### src/rtl/alu_result_stage.sv
// ALU result stage: registers the selected result, derives Z/N flags and hands off via valid/ready.
// Latency 1 cycle from accept to DaljaValid; sustains 1 result/cycle while DaljaReady is high.
// Two-entry skid buffer; HyrjaReady is registered and drops only while the skid entry is occupied.
// Optional parity flag DaljaP is enabled by defining ALU_PARITY_FLAG_EN.
module alu_result_stage #(
    parameter int WIDTH = 24
) (
    input  logic             Clock,
    input  logic             Reset,
    input  logic             Clear,
    input  logic [WIDTH-1:0] HyrjaRez,
    input  logic             HyrjaC,
    input  logic             HyrjaV,
    input  logic             HyrjaValid,
    output logic             HyrjaReady,
    output logic [WIDTH-1:0] DaljaRez,
    output logic             DaljaZ,
    output logic             DaljaN,
    output logic             DaljaC,
    output logic             DaljaV,
    output logic             DaljaP,
    output logic             DaljaValid,
    input  logic             DaljaReady
);

    typedef struct packed {
        logic [WIDTH-1:0] rez;
        logic             z;
        logic             n;
        logic             c;
        logic             v;
`ifdef ALU_PARITY_FLAG_EN
        logic             p;
`endif
    } entry_t;

    entry_t in_ent;
    entry_t main_q;
    entry_t main_nxt;
    entry_t skid_q;
    entry_t skid_nxt;
    logic   main_valid_q;
    logic   main_valid_nxt;
    logic   skid_valid_q;
    logic   skid_valid_nxt;
    logic   ready_q;
    logic   accept;
    logic   emit;

    assign accept = HyrjaValid & ready_q;
    assign emit   = main_valid_q & DaljaReady;

    // Flags are fixed at capture and travel with the word from here on.
    always_comb begin
        in_ent     = '0;
        in_ent.rez = HyrjaRez;
        in_ent.z   = (HyrjaRez == '0);
        in_ent.n   = HyrjaRez[WIDTH-1];
        in_ent.c   = HyrjaC;
        in_ent.v   = HyrjaV;
`ifdef ALU_PARITY_FLAG_EN
        in_ent.p   = ~^HyrjaRez;
`endif
    end

    always_comb begin
        main_nxt       = main_q;
        skid_nxt       = skid_q;
        main_valid_nxt = main_valid_q;
        skid_valid_nxt = skid_valid_q;
        if (Clear) begin
            main_valid_nxt = 1'b0;
            skid_valid_nxt = 1'b0;
        end else begin
            case ({main_valid_q, skid_valid_q})
                2'b00: begin
                    if (accept) begin
                        main_nxt       = in_ent;
                        main_valid_nxt = 1'b1;
                    end
                end
                2'b10: begin
                    if (accept && emit) begin
                        main_nxt = in_ent;
                    end else if (accept) begin
                        skid_nxt       = in_ent;
                        skid_valid_nxt = 1'b1;
                    end else if (emit) begin
                        main_valid_nxt = 1'b0;
                    end
                end
                2'b11: begin
                    // Upstream is stalled here, so only the skid entry can refill main.
                    if (emit) begin
                        main_nxt       = skid_q;
                        skid_valid_nxt = 1'b0;
                    end
                end
                default: begin
                    main_valid_nxt = 1'b0;
                    skid_valid_nxt = 1'b0;
                end
            endcase
        end
    end

    always_ff @(posedge Clock) begin
        if (!Reset) begin
            main_q       <= '0;
            skid_q       <= '0;
            main_valid_q <= 1'b0;
            skid_valid_q <= 1'b0;
            ready_q      <= 1'b0;
        end else begin
            main_q       <= main_nxt;
            skid_q       <= skid_nxt;
            main_valid_q <= main_valid_nxt;
            skid_valid_q <= skid_valid_nxt;
            ready_q      <= ~skid_valid_nxt;
        end
    end

    assign HyrjaReady = ready_q;
    assign DaljaValid = main_valid_q;
    assign DaljaRez   = main_q.rez;
    assign DaljaZ     = main_q.z;
    assign DaljaN     = main_q.n;
    assign DaljaC     = main_q.c;
    assign DaljaV     = main_q.v;
`ifdef ALU_PARITY_FLAG_EN
    assign DaljaP     = main_q.p;
`else
    assign DaljaP     = 1'b0;
`endif

endmodule
### config.mk
export PLATFORM = sky130hd
export DESIGN_NAME = alu_result_stage
export DESIGN_NICKNAME = d
export VERILOG_FILES = /design/src/rtl/alu_result_stage.sv
export SDC_FILE = /design/constraint.sdc
export NUM_CORES = 1
export LEC_CHECK = 0
export CORE_MARGIN = 2
export CORE_UTILIZATION = 30
export CTS_BUF_LIST = sky130_fd_sc_hd__clkbuf_8
export DETAILED_ROUTE_END_ITERATION = 7
export REMOVE_ABC_BUFFERS = 1
export SYNTH_ARGS = -nofsm -noshare
export SYNTH_HDL_FRONTEND = slang
export SYNTH_SLANG_ARGS = --single-unit
### constraint.sdc
create_clock -name Clock -period 1.9 [get_ports Clock]
set_input_delay 0.38 -clock Clock [delete_from_list [all_inputs] [get_ports Clock]]
set_output_delay 0.38 -clock Clock [all_outputs]
set_load 0.02 [all_outputs]
Word-level counts from Yosys, hierarchy flattened. Cells that the tools add are included.

Logic and storage cells: 50. Register bits after elaboration: 59. Bits in writable memories: 0. Bits of input ports: 31. Bits in latches: 0. Memories: 0. Memory bits (read-only): 0.

Mux-type cells: 14. Bitwise logic cells: 7. Reduce and logical (&&, ||, !) cells: 8. Add/sub/neg operators: 0. Shift-type cells: 0. $mul: 0. Order comparisons: 0. Div/mod/pow operators: 0. Equality and inequality tests: 8.

Operators by type and width (number): 28-bit two-way mux (3); 28-bit case mux with 3 select lines (1); 24-bit zero test (1); 2-bit != test (second input constant) (6); 5-bit AND reduction (2); 1-bit two-way mux (8); 1-bit case mux with 3 select lines (2); 1-bit NOT (5); 2-bit equality test (second input constant) (2); 4-bit AND reduction (1); 3-bit nonzero test (1); 1-bit bitwise AND (2); 2-bit zero test (1); 2-bit OR reduction (1); 1-bit logical AND (1).

Depth between registers and ports, before layout.
Depth in word-level cells: 6. Gate-level depth with buffers: 6.

Least setup slack after synthesis. Ideal clock, no wire load.

Kind: register to register. From: register ready_q (netlist: HyrjaReady). To: register skid_q[3] in the netlist's numbering. Arrival time: 1668 ps. Library setup time: 70 ps. Buffers on the path: 1. Stages on the path, launching flop included: 6. Path slack: 162 ps. Path through: dfxtp_1 -> nand2_1 -> or4_4 -> buf_6 -> or3_1 -> a21boi_1.

Cells in the longest elaborated chain, start to end: 4.

RTL lines: start: declaration (line 46) `logic ready_q;`; start signal: assignment (line 119) `ready_q <= ~skid_valid_nxt;`; 1-bit bitwise AND * (line 50) `assign accept = HyrjaValid & ready_q;`; 1-bit logical AND (line 83) `if (accept && emit) begin`; 1-bit NOT (no line); 4-bit AND reduction (no line) *; end signal: assignment (line 116) `skid_q <= skid_nxt;`; end: declaration (line 40) `entry_t skid_q;`.

Mark *: on every way between the ends. The rest lies on a longest branch, timed or not. A chain may end at the register's enable or synchronous reset.

Worst setup path in the final report.
From: input port HyrjaRez[22]. To: register skid_q[3] in the netlist's numbering.

Cells in the longest elaborated chain, start to end: 1.

RTL lines: start: declaration (line 11) `input logic [WIDTH-1:0] HyrjaRez,`; 24-bit zero test (line 57) `in_ent.z = (HyrjaRez == '0);`.

Every way passes these cells.

==> key figures <==
Setup path
  • CP max FO: 3
  • CP Data Arrival Time: 2040 ps
  • Worst Setup End Kind: register
  • Required time of the critical path: 2160 ps
  • Worst setup SP type: primary input
  • CP Class: in2reg

Clock tree
  • # Post-CTS Setup Buffers: 0
  • TritonCTS buffer count: 9
  • Post_cts resized: 0
  • CTS Hold Bufs: 0
  • Clk Latency, worst-skew pair: 330 ps
  • CTS tree: done
  • Root Driver: clkbuf_8
  • Worst-path clk slew: 70 ps
  • Max clock buf depth: 2
  • H-Tree Depth: 3
  • Clk sink count: 57

Timing
  • Unrepaired setup endpoints after global routing: no
  • Clock Skew: 7.02 ps
  • Max-slew violations: 0
  • Fin. Hold Viols: 0
  • Period utilization: 93.4%
  • # setup viols final: 0
  • Peak Freq: 563 MHz
  • Min Tclk post-route: 1780 ps
  • Accumulated negative setup slack: 0 ps

Placement
  • Post-DP HPWL: 4.13 mm
  • I/O Buffers: 60
  • Post-DP Area: 3380 sq um
  • Routability cong.: 0.728

Drt
  • Number of DRC markers in iteration 0: 135
  • Pre-antenna DRT Iters: 4
  • Vias per cell: 4.80
  • Routed via count: 2332
  • Final WL: 6.39 mm
  • DRC: 0
  • Drt wl/cell: 13.2 um
  • Antenna viol nets, final: 0

Die
  • Num rows: 33
  • Die Footprint: 9050 sq um
  • Die H: 95.2 um
  • Die Width: 95.2 um
  • Ports: 62
  • Core ar.: 8130 sq um
  • Starting density of the core: 30.6%

GRT
  • Total gr overflow: 0
  • Largest net degree at the start of global routing: 58
  • First-pass GRT wire length: 10.6 mm
  • Vias in the first global route: 2299
  • Initial antenna violation count: 0
  • Overall routing resource usage: 15.2%

Layout
  • Post-Layout Inst Area: 3560 sq um
  • Final nets: 407
  • Layout area overhead: 42.7%
  • Finished Core Util: 43.7%
  • Most frequent cells in the layout: 82 x nand2_1, 59 x clkdlybuf4s50_1, 57 x dfxtp_1, 54 x nand3_1, 32 x buf_4
  • Ant. Diodes: 0
  • Layout cell share with drive strength beyond 1: 13.6%
  • Most common cell after layout, fill and taps aside: nand2_1

Synth
  • FF+latch count, synth: 57
  • Cells after synthesis: 298
  • Mean Syn Cell Area: 8.36 sq um
  • Area of the mapped netlist: 2490 sq um
  • Synth unique cells: 27
  • Sequential share of the synthesized area: 45.8%
  • Yosys warning count: 0

Power
  • Leak: 0.00157 uW
  • Worst VDD drop: 0.279 mV
  • Areal power density over the cells: 726 nW/um^2

Run
  • Max-Cap Viols: 0

Outcome
  • Outcome: completed

Hold path
  • Hold Path Class: reg2reg
==> layout make-up <==
class | instances | area, sq um
Fill cell | 817 | 4580
Sequential cell | 57 | 1140
Inverter | 1 | 3.75
Clock inverter | 5 | 22.5
Multi-Input combinational cell | 213 | 1230
Tap cell | 105 | 131
Timing Repair Buffer | 94 | 876
Clock buffer | 11 | 151
==> where the power goes <==
group	switching, uW	internal, uW	total [uW]
sequential	17.6	1230	1250
clock	472	528	1000
combinational	150	186	336
==> sequential cells by signal, indices dropped and copies added, names as in the netlist <==
register      cells
skid_q           27
DaljaRez         24
DaljaC            1
DaljaV            1
DaljaValid        1
DaljaZ            1
HyrjaReady        1
skid_valid_q      1
==> metrics by stage <==
step | std cells | worst slack (ps) | hold WS, ps | power, uW
floorplan | 271 | -1170 | 431 | 1390
detailed placement | 470 | -193 | 451 | 1610
global placement | 470 | -211 | 447 | 1610
finish | 486 | 125 | 461 | 2580
CTS | 486 | 108 | 466 | 2610
global route | 486 | 71.4 | 486 | 2700
==> worst paths after layout <==
kind | endpoint | startpoint | cells after the start | slack, ps
hold / removal | skid_q[0] | skid_q[0] | 2 | 460
setup reg to reg | DaljaZ | skid_valid_q | 6 | 310
setup / recovery | skid_q[3] | HyrjaRez[22] | 6 | 120
hold reg to reg | skid_q[0] | skid_q[0] | 2 | 460
==> layer usage <==
metal | wire [um] | share of wire [%] | global-route usage (%) | vias up
met3 | 365 | 5.7 | 4.74 | 8
li1 | - | - | - | 1187
met5 | 0 | 0 | 0 | -
met4 | 93 | 1.5 | 6.64 | 0
met2 | 2850 | 45 | 24.5 | 56
met1 | 3090 | 48 | 18.5 | 1081
==> kinds of logic after synthesis <==
family | after synthesis | synth area share (%)
DFF | 57 | 45.8
other | 1 | 0.150
buffers and inverters | 28 | 5.22
and+or+nand+nor | 154 | 28.1
AOI/OAI and AO/OA | 58 | 20.8
==> critical path, cell delays in order <==
cell and delay [ps]:
clkdlybuf4s50_1 470, nor4_1 390, buf_4 170, nand4_1 110
or3_1 370, a21boi_1 140
==> synth_stat cells <==
library cell	number	area [sq um]
nand2_1	82	308
o211a_1	27	270
clkbuf_1	20	75.1
conb_1	1	3.75
o211ai_1	1	7.51
nand4_1	1	6.26
nor2_1	1	3.75
nor4_2	1	12.5
and2_1	1	6.26
dfxtp_1	57	1140
nor2b_1	2	12.5
buf_2	2	10.0
a21boi_1	1	7.51
a21oi_1	2	10.0
buf_4	2	15.0
a21boi_0	26	195
buf_1	1	3.75
nor3b_1	1	7.51
nand3_1	54	270
inv_1	1	3.75
nand2b_1	2	12.5
or3_1	1	6.26
nor3_1	1	5.00
or4_4	1	11.3
nor4_1	6	37.5
buf_6	2	22.5
a2111oi_4	1	27.5
(Power assumes the default switching activity.)
